--- config.mk ---
export PLATFORM = sky130hd
export DESIGN_NAME = vector_recorder
export DESIGN_NICKNAME = d
export VERILOG_FILES = /design/src/rtl/vector_recorder.sv
export SDC_FILE = /design/constraint.sdc
export NUM_CORES = 1
export LEC_CHECK = 0
export ABC_CLOCK_PERIOD_IN_PS = 7900
export BUFFER_PORTS_ARGS = -buffer_cell sky130_fd_sc_hd__buf_4
export CORE_ASPECT_RATIO = 0.7
export CORE_MARGIN = 2
export CORE_UTILIZATION = 30
export DETAILED_ROUTE_END_ITERATION = 10
export SETUP_SLACK_MARGIN = 0.05
export SYNTH_ARGS = -nofsm -noshare
export SYNTH_HDL_FRONTEND = slang
export SYNTH_SLANG_ARGS = --single-unit
--- constraint.sdc ---
create_clock -name clk -period 7.9 [get_ports clk]
set_clock_uncertainty 0.15 [all_clocks]
set_input_delay 0.79 -clock clk [delete_from_list [all_inputs] [get_ports clk]]
set_output_delay 0.79 -clock clk [all_outputs]
set_load 0.005 [all_outputs]
--- src/rtl/vector_recorder.sv ---
// vector_recorder: records {x,y,ci,co,s} port vectors of an adder under test into a
// small FIFO buffer while capturing, then streams them out over a valid/ready port.
// Optional macro VREC_CHECK_EN adds an on-the-fly adder checker driving err_cnt;
// without it err_cnt is tied to zero.
module vector_recorder #(
    parameter int unsigned DEPTH = 16,
    parameter int unsigned VW    = 14
) (
    input  logic                   clk,
    input  logic                   rst_n,
    input  logic                   start,
    input  logic                   stop,
    input  logic                   cap_valid,
    input  logic [3:0]             x,
    input  logic [3:0]             y,
    input  logic                   ci,
    input  logic                   co,
    input  logic [3:0]             s,
    output logic                   out_valid,
    input  logic                   out_ready,
    output logic [VW-1:0]          out_data,
    output logic [$clog2(DEPTH):0] count,
    output logic                   busy,
    output logic                   done,
    output logic [15:0]            err_cnt
);

    localparam int unsigned AW = $clog2(DEPTH);
    localparam int unsigned CW = AW + 1;

    typedef enum logic [1:0] {StIdle, StCapture, StDrain} state_e;

    state_e          state_q, state_d;
    logic [AW-1:0]   wr_ptr_q, wr_ptr_d;
    logic [AW-1:0]   rd_ptr_q, rd_ptr_d;
    logic [CW-1:0]   count_q, count_d;
    logic            out_valid_q, out_valid_d;
    logic [VW-1:0]   out_data_q, out_data_d;
    logic            done_q, done_d;
    logic [VW-1:0]   mem_q [DEPTH];

    logic [VW-1:0]   wdata;
    logic            wr_en, xfer, cap_full, cap_end, cap_empty_end, last_xfer;

    assign wdata = VW'({x, y, ci, co, s});

    // Decode the events that drive both the FSM and the datapath
    always_comb begin
        wr_en         = (state_q == StCapture) && cap_valid;
        xfer          = out_valid_q && out_ready;
        cap_full      = wr_en && (count_q == CW'(DEPTH - 1));
        cap_end       = (state_q == StCapture) && (stop || cap_full);
        cap_empty_end = cap_end && !wr_en && (count_q == '0);
        last_xfer     = xfer && (count_q == CW'(1));
    end

    // FSM state register
    always_ff @(posedge clk or negedge rst_n) begin
        if (!rst_n) state_q <= StIdle;
        else        state_q <= state_d;
    end

    // FSM next-state logic
    always_comb begin
        state_d = state_q;
        unique case (state_q)
            StIdle:    if (start) state_d = StCapture;
            StCapture: if (cap_end) state_d = cap_empty_end ? StIdle : StDrain;
            StDrain:   if (last_xfer) state_d = StIdle;
            default:   state_d = StIdle;
        endcase
    end

    // FSM outputs
    always_comb begin
        busy = (state_q != StIdle);
    end

    // Datapath next-state: pointers, occupancy, registered output slot, done pulse
    always_comb begin
        wr_ptr_d    = wr_en ? wr_ptr_q + AW'(1) : wr_ptr_q;
        rd_ptr_d    = xfer ? rd_ptr_q + AW'(1) : rd_ptr_q;
        count_d     = count_q + CW'(wr_en) - CW'(xfer);
        out_valid_d = out_valid_q;
        out_data_d  = out_data_q;
        done_d      = cap_empty_end || last_xfer;
        if (cap_end && !cap_empty_end) begin
            out_valid_d = 1'b1;
            // The head entry may be the one being written on this very edge
            out_data_d  = (wr_en && (wr_ptr_q == rd_ptr_q)) ? wdata : mem_q[rd_ptr_q];
        end else if (last_xfer) begin
            out_valid_d = 1'b0;
        end else if (xfer) begin
            out_data_d  = mem_q[rd_ptr_q + AW'(1)];
        end
    end

    // Datapath registers
    always_ff @(posedge clk or negedge rst_n) begin
        if (!rst_n) begin
            wr_ptr_q    <= '0;
            rd_ptr_q    <= '0;
            count_q     <= '0;
            out_valid_q <= 1'b0;
            out_data_q  <= '0;
            done_q      <= 1'b0;
        end else begin
            wr_ptr_q    <= wr_ptr_d;
            rd_ptr_q    <= rd_ptr_d;
            count_q     <= count_d;
            out_valid_q <= out_valid_d;
            out_data_q  <= out_data_d;
            done_q      <= done_d;
        end
    end

    // Vector storage; no reset needed since pointers gate every access
    always_ff @(posedge clk) begin
        if (wr_en) mem_q[wr_ptr_q] <= wdata;
    end

    assign out_valid = out_valid_q;
    assign out_data  = out_data_q;
    assign count     = count_q;
    assign done      = done_q;

`ifdef VREC_CHECK_EN
    logic [4:0]  sum;
    logic        mismatch;
    logic [15:0] err_q, err_d;

    // Adder checker: saturating mismatch counter, cleared by an accepted start
    always_comb begin
        sum      = 5'(x) + 5'(y) + 5'(ci);
        mismatch = wr_en && ({co, s} != sum);
        err_d    = err_q;
        if ((state_q == StIdle) && start) err_d = '0;
        else if (mismatch && (err_q != 16'hFFFF)) err_d = err_q + 16'd1;
    end

    // Checker count register
    always_ff @(posedge clk or negedge rst_n) begin
        if (!rst_n) err_q <= '0;
        else        err_q <= err_d;
    end

    assign err_cnt = err_q;
`else
    assign err_cnt = '0;
`endif

endmodule

==> reports/metrics.csv <==
stage,metric,value,unit
outcome,status,completed,
setup_path,worst setup path class,reg -> reg,
power_and_ir_drop,Clock power frac,0.228,
power_and_ir_drop,Power Internal,3.48,mW
placement,DPL Wire Length,18600,microns
drt,initial DRC count,965,
power_and_ir_drop,worst vdd ir,0.213,mV
yosys,ys flop type,edfxtp_1,
placement,placed instance area,13100,sq um
timing,Tcrit/Tclk final,0.423,
cells_and_area,area of the multi-input gates,4380,sq um
setup_path,WP data arrival,3.63,ns
drt,wire per inst,25.0,microns
floorplanning,initial core utilization,0.305,
yosys,number of synthesized register bits,255,
cts,clk slew on worst S/H paths,0.07,ns
timing,final setup vio count,0,
floorplanning,Core ar.,39800,sq um
timing,worst setup slack after layout,4.56,ns
cts,total CTS buffers,24,
global_route,first-pass GRT wire length,47100,microns
power_and_ir_drop,sw power,1.84,mW
power_and_ir_drop,Static Leak,4.55,nW
power_and_ir_drop,Switching Share,0.346,
setup_path,reg2reg path depth,5,
setup_path,CP Launch Type,flop,
cells_and_area,Final Net Count,747,
floorplanning,die area,42100,sq um
cts,Post-CTS Setup Bufs,0,
cts,CTS root buf,clkbuf_16,
yosys,cells after synthesis,665,
yosys,"Async S/R FF share, synth",0.122,
cts,H-tree Lvls,1,
timing,post-route setup TNS,0,ns
cts,CTS Buffer Depth,3,
setup_path,Worst R2R Setup Slack,4.56,ns
timing,minimum clock period,3.34,ns
setup_path,CP max stage delay,1.10,ns
setup_path,CP cell instances,nand3_1 -> xnor2_2 -> a211o_1 -> a211oi_1 -> nor3_1,
hold_path,worst hold path type,in -> async,
power_and_ir_drop,PD cells,381,nW/um^2
drt,vias per cell,5.41,
setup_path,WP data required,8.19,ns
global_route,initial antenna violation count,0,
yosys,part of the Yosys area used for sequential elements,0.618,
run,max-cap violations,0,
cells_and_area,final instance area,13900,sq um
drt,Vias,6852,
global_route,vias in the first global route,6882,
setup_path,FF-to-FF Start,rd_ptr_q[1],
cells_and_area,antenna cells,0,
timing,Rel. slew slack,0.0532,
drt,TritonRoute pass-1 iters,7,
cts,CTS resizes,0,
global_route,largest net degree at the start of global routing,56,
placement,# port buffers,41,
cells_and_area,proportion of layout cells with a drive suffix above 1,0.369,
timing,RSZ-0062 raised after global routing,no,
floorplanning,Die H,172,microns
power_and_ir_drop,Total Power,5.32,mW
setup_path,Crit-path slowest cell,xnor2_2,
yosys,Mapped Area,12100,sq um
cts,CTS tree,built,
yosys,YS warnings,0,
timing,highest clock rate,299,MHz
cells_and_area,Seq. cell area,7510,sq um
cts,clk sink count,255,
setup_path,CP Capture Type,flop,
placement,Routability Congestion,0.753,
cells_and_area,area added between synthesis and finish,14.8,%
floorplanning,std cell rows,61,
timing,"Slew Viols, Final",0,
drt,DRC,0,
setup_path,Bufs and invs on worst path,0,
cts,clock latency on the worst-skew pair,0.55,ns
cts,hold buffer count at CTS,0,
timing,Worst Tran Pin Value,1.41,ns
yosys,syn_area_per_cell,18.3,sq um
global_route,Overflow after GRT,0,
setup_path,RR Endpoint,out_data[9],
floorplanning,chip width,245,microns
cells_and_area,fillers,3716,
power_and_ir_drop,combinational power share,0.443,
drt,WL final,31600,microns
yosys,"EDFF count, synth",224,
floorplanning,IO Pins,58,
timing,Hold WS,0.0837,ns
yosys,count of cell types in the netlist,50,
timing,Final Hold Viols,0,
drt,Detail Route Antenna Nets,0,
setup_path,Worst path depth,5,
placement,pre-CTS setup slack,4.65,ns
setup_path,Max Fanout on Critical Path,15,
power_and_ir_drop,sequential share of power,0.328,
global_route,GRT Resource Usage Total,0.153,
setup_path,top cell family by delay on the critical path,XOR/XNOR gates,
## synthesized netlist by cell type, types with 5 or more instances
library cell | count | area share
nor2_1 | 32 | 0.0099
inv_1 | 10 | 0.0031
nor3_1 | 5 | 0.0021
edfxtp_1 | 224 | 0.55
a22oi_1 | 28 | 0.017
xnor2_1 | 11 | 0.0079
o221ai_2 | 10 | 0.012
ha_1 | 12 | 0.012
clkbuf_1 | 13 | 0.0040
nand2_1 | 26 | 0.0080
dfrtp_1 | 31 | 0.064
buf_2 | 22 | 0.0091
o2111ai_1 | 13 | 0.0094
mux4_2 | 112 | 0.21
mux2i_1 | 14 | 0.012
o22ai_1 | 15 | 0.0077
mux2_2 | 14 | 0.013
buf_4 | 22 | 0.014
## worst max-delay path by stage
stage / start / endpoint
finish: rd_ptr_q[1] / out_data[9]
global route: rd_ptr_q[2] / out_data[9]
CTS: rd_ptr_q[0] / out_data[7]
detailed placement: rd_ptr_q[1] / out_data[10]
global placement: rd_ptr_q[1] / out_data[11]
floorplan: cap_valid / mem_q[3][0]
## sequential cells by signal, indices dropped and copies added, names as in the netlist
signal and flops:
count 5, wr_ptr_q 4, rd_ptr_q 4, state_q 2, done 1, out_data 14, out_valid 1, mem_q 224
## cell families (layout without fill, tap and decap cells)
kind of cell    after synthesis  after routing  synth area share
flops                       255            255             0.618
mux                         140            140             0.232
buf+inv                      73            125            0.0335
other cells                   1             16          0.000309
xor+xnor                     16             16            0.0128
fa+ha+maj                    13             13            0.0140
simple gates                 81             81            0.0301
compound gates               86             86            0.0596
## layout by cell type, fill, tap and decap left out, types with 15 or more instances in the layout
cell type  Yosys  layout
a22oi_1       28      28
buf_4         22      70
clkbuf_16      0      24
conb_1         1      16
dfrtp_1       31      29
edfxtp_1     224     224
mux4_2       112     112
nand2_1       26      26
nor2_1        32      20
o22ai_1       15      15
## area by class of cell
class / instances / area share
clock inverter: 13 / 0.0127
timing repair buffer: 70 / 0.0377
sequential: 255 / 0.539
multi-input combinational: 352 / 0.314
clock buffer: 31 / 0.0457
tap: 535 / 0.0480
inverter: 11 / 0.00296
## routing by layer
layer / vias to the layer above / track usage / share of wire
li1: 2856 / - / -
met1: 3627 / 0.222 / 0.44
met2: 312 / 0.231 / 0.46
met3: 57 / 0.0413 / 0.085
met4: 0 / 0.0294 / 0.019
met5: - / 0 / 0
## power by group through the flow
stage / combinational [mW] / sequential [mW] / clock (mW)
6_report: 2.36 / 1.75 / 1.21
5_1_grt: 2.55 / 1.77 / 1.29
4_1_cts: 2.38 / 1.75 / 1.24
3_5_place_dp: 2.37 / 1.78 / 0
3_3_place_gp: 2.36 / 1.77 / 0
2_1_floorplan: 1.83 / 1.69 / 0
## metrics by stage
stage | cells | utilization
2_1_floorplan | 680 | -
3_3_place_gp | 1223 | 0.330
3_5_place_dp | 1223 | 0.330
4_1_cts | 1267 | 0.350
5_1_grt | 1267 | 0.350
6_report | 1267 | 0.350
Note: power is estimated with default switching activity, not from simulation.
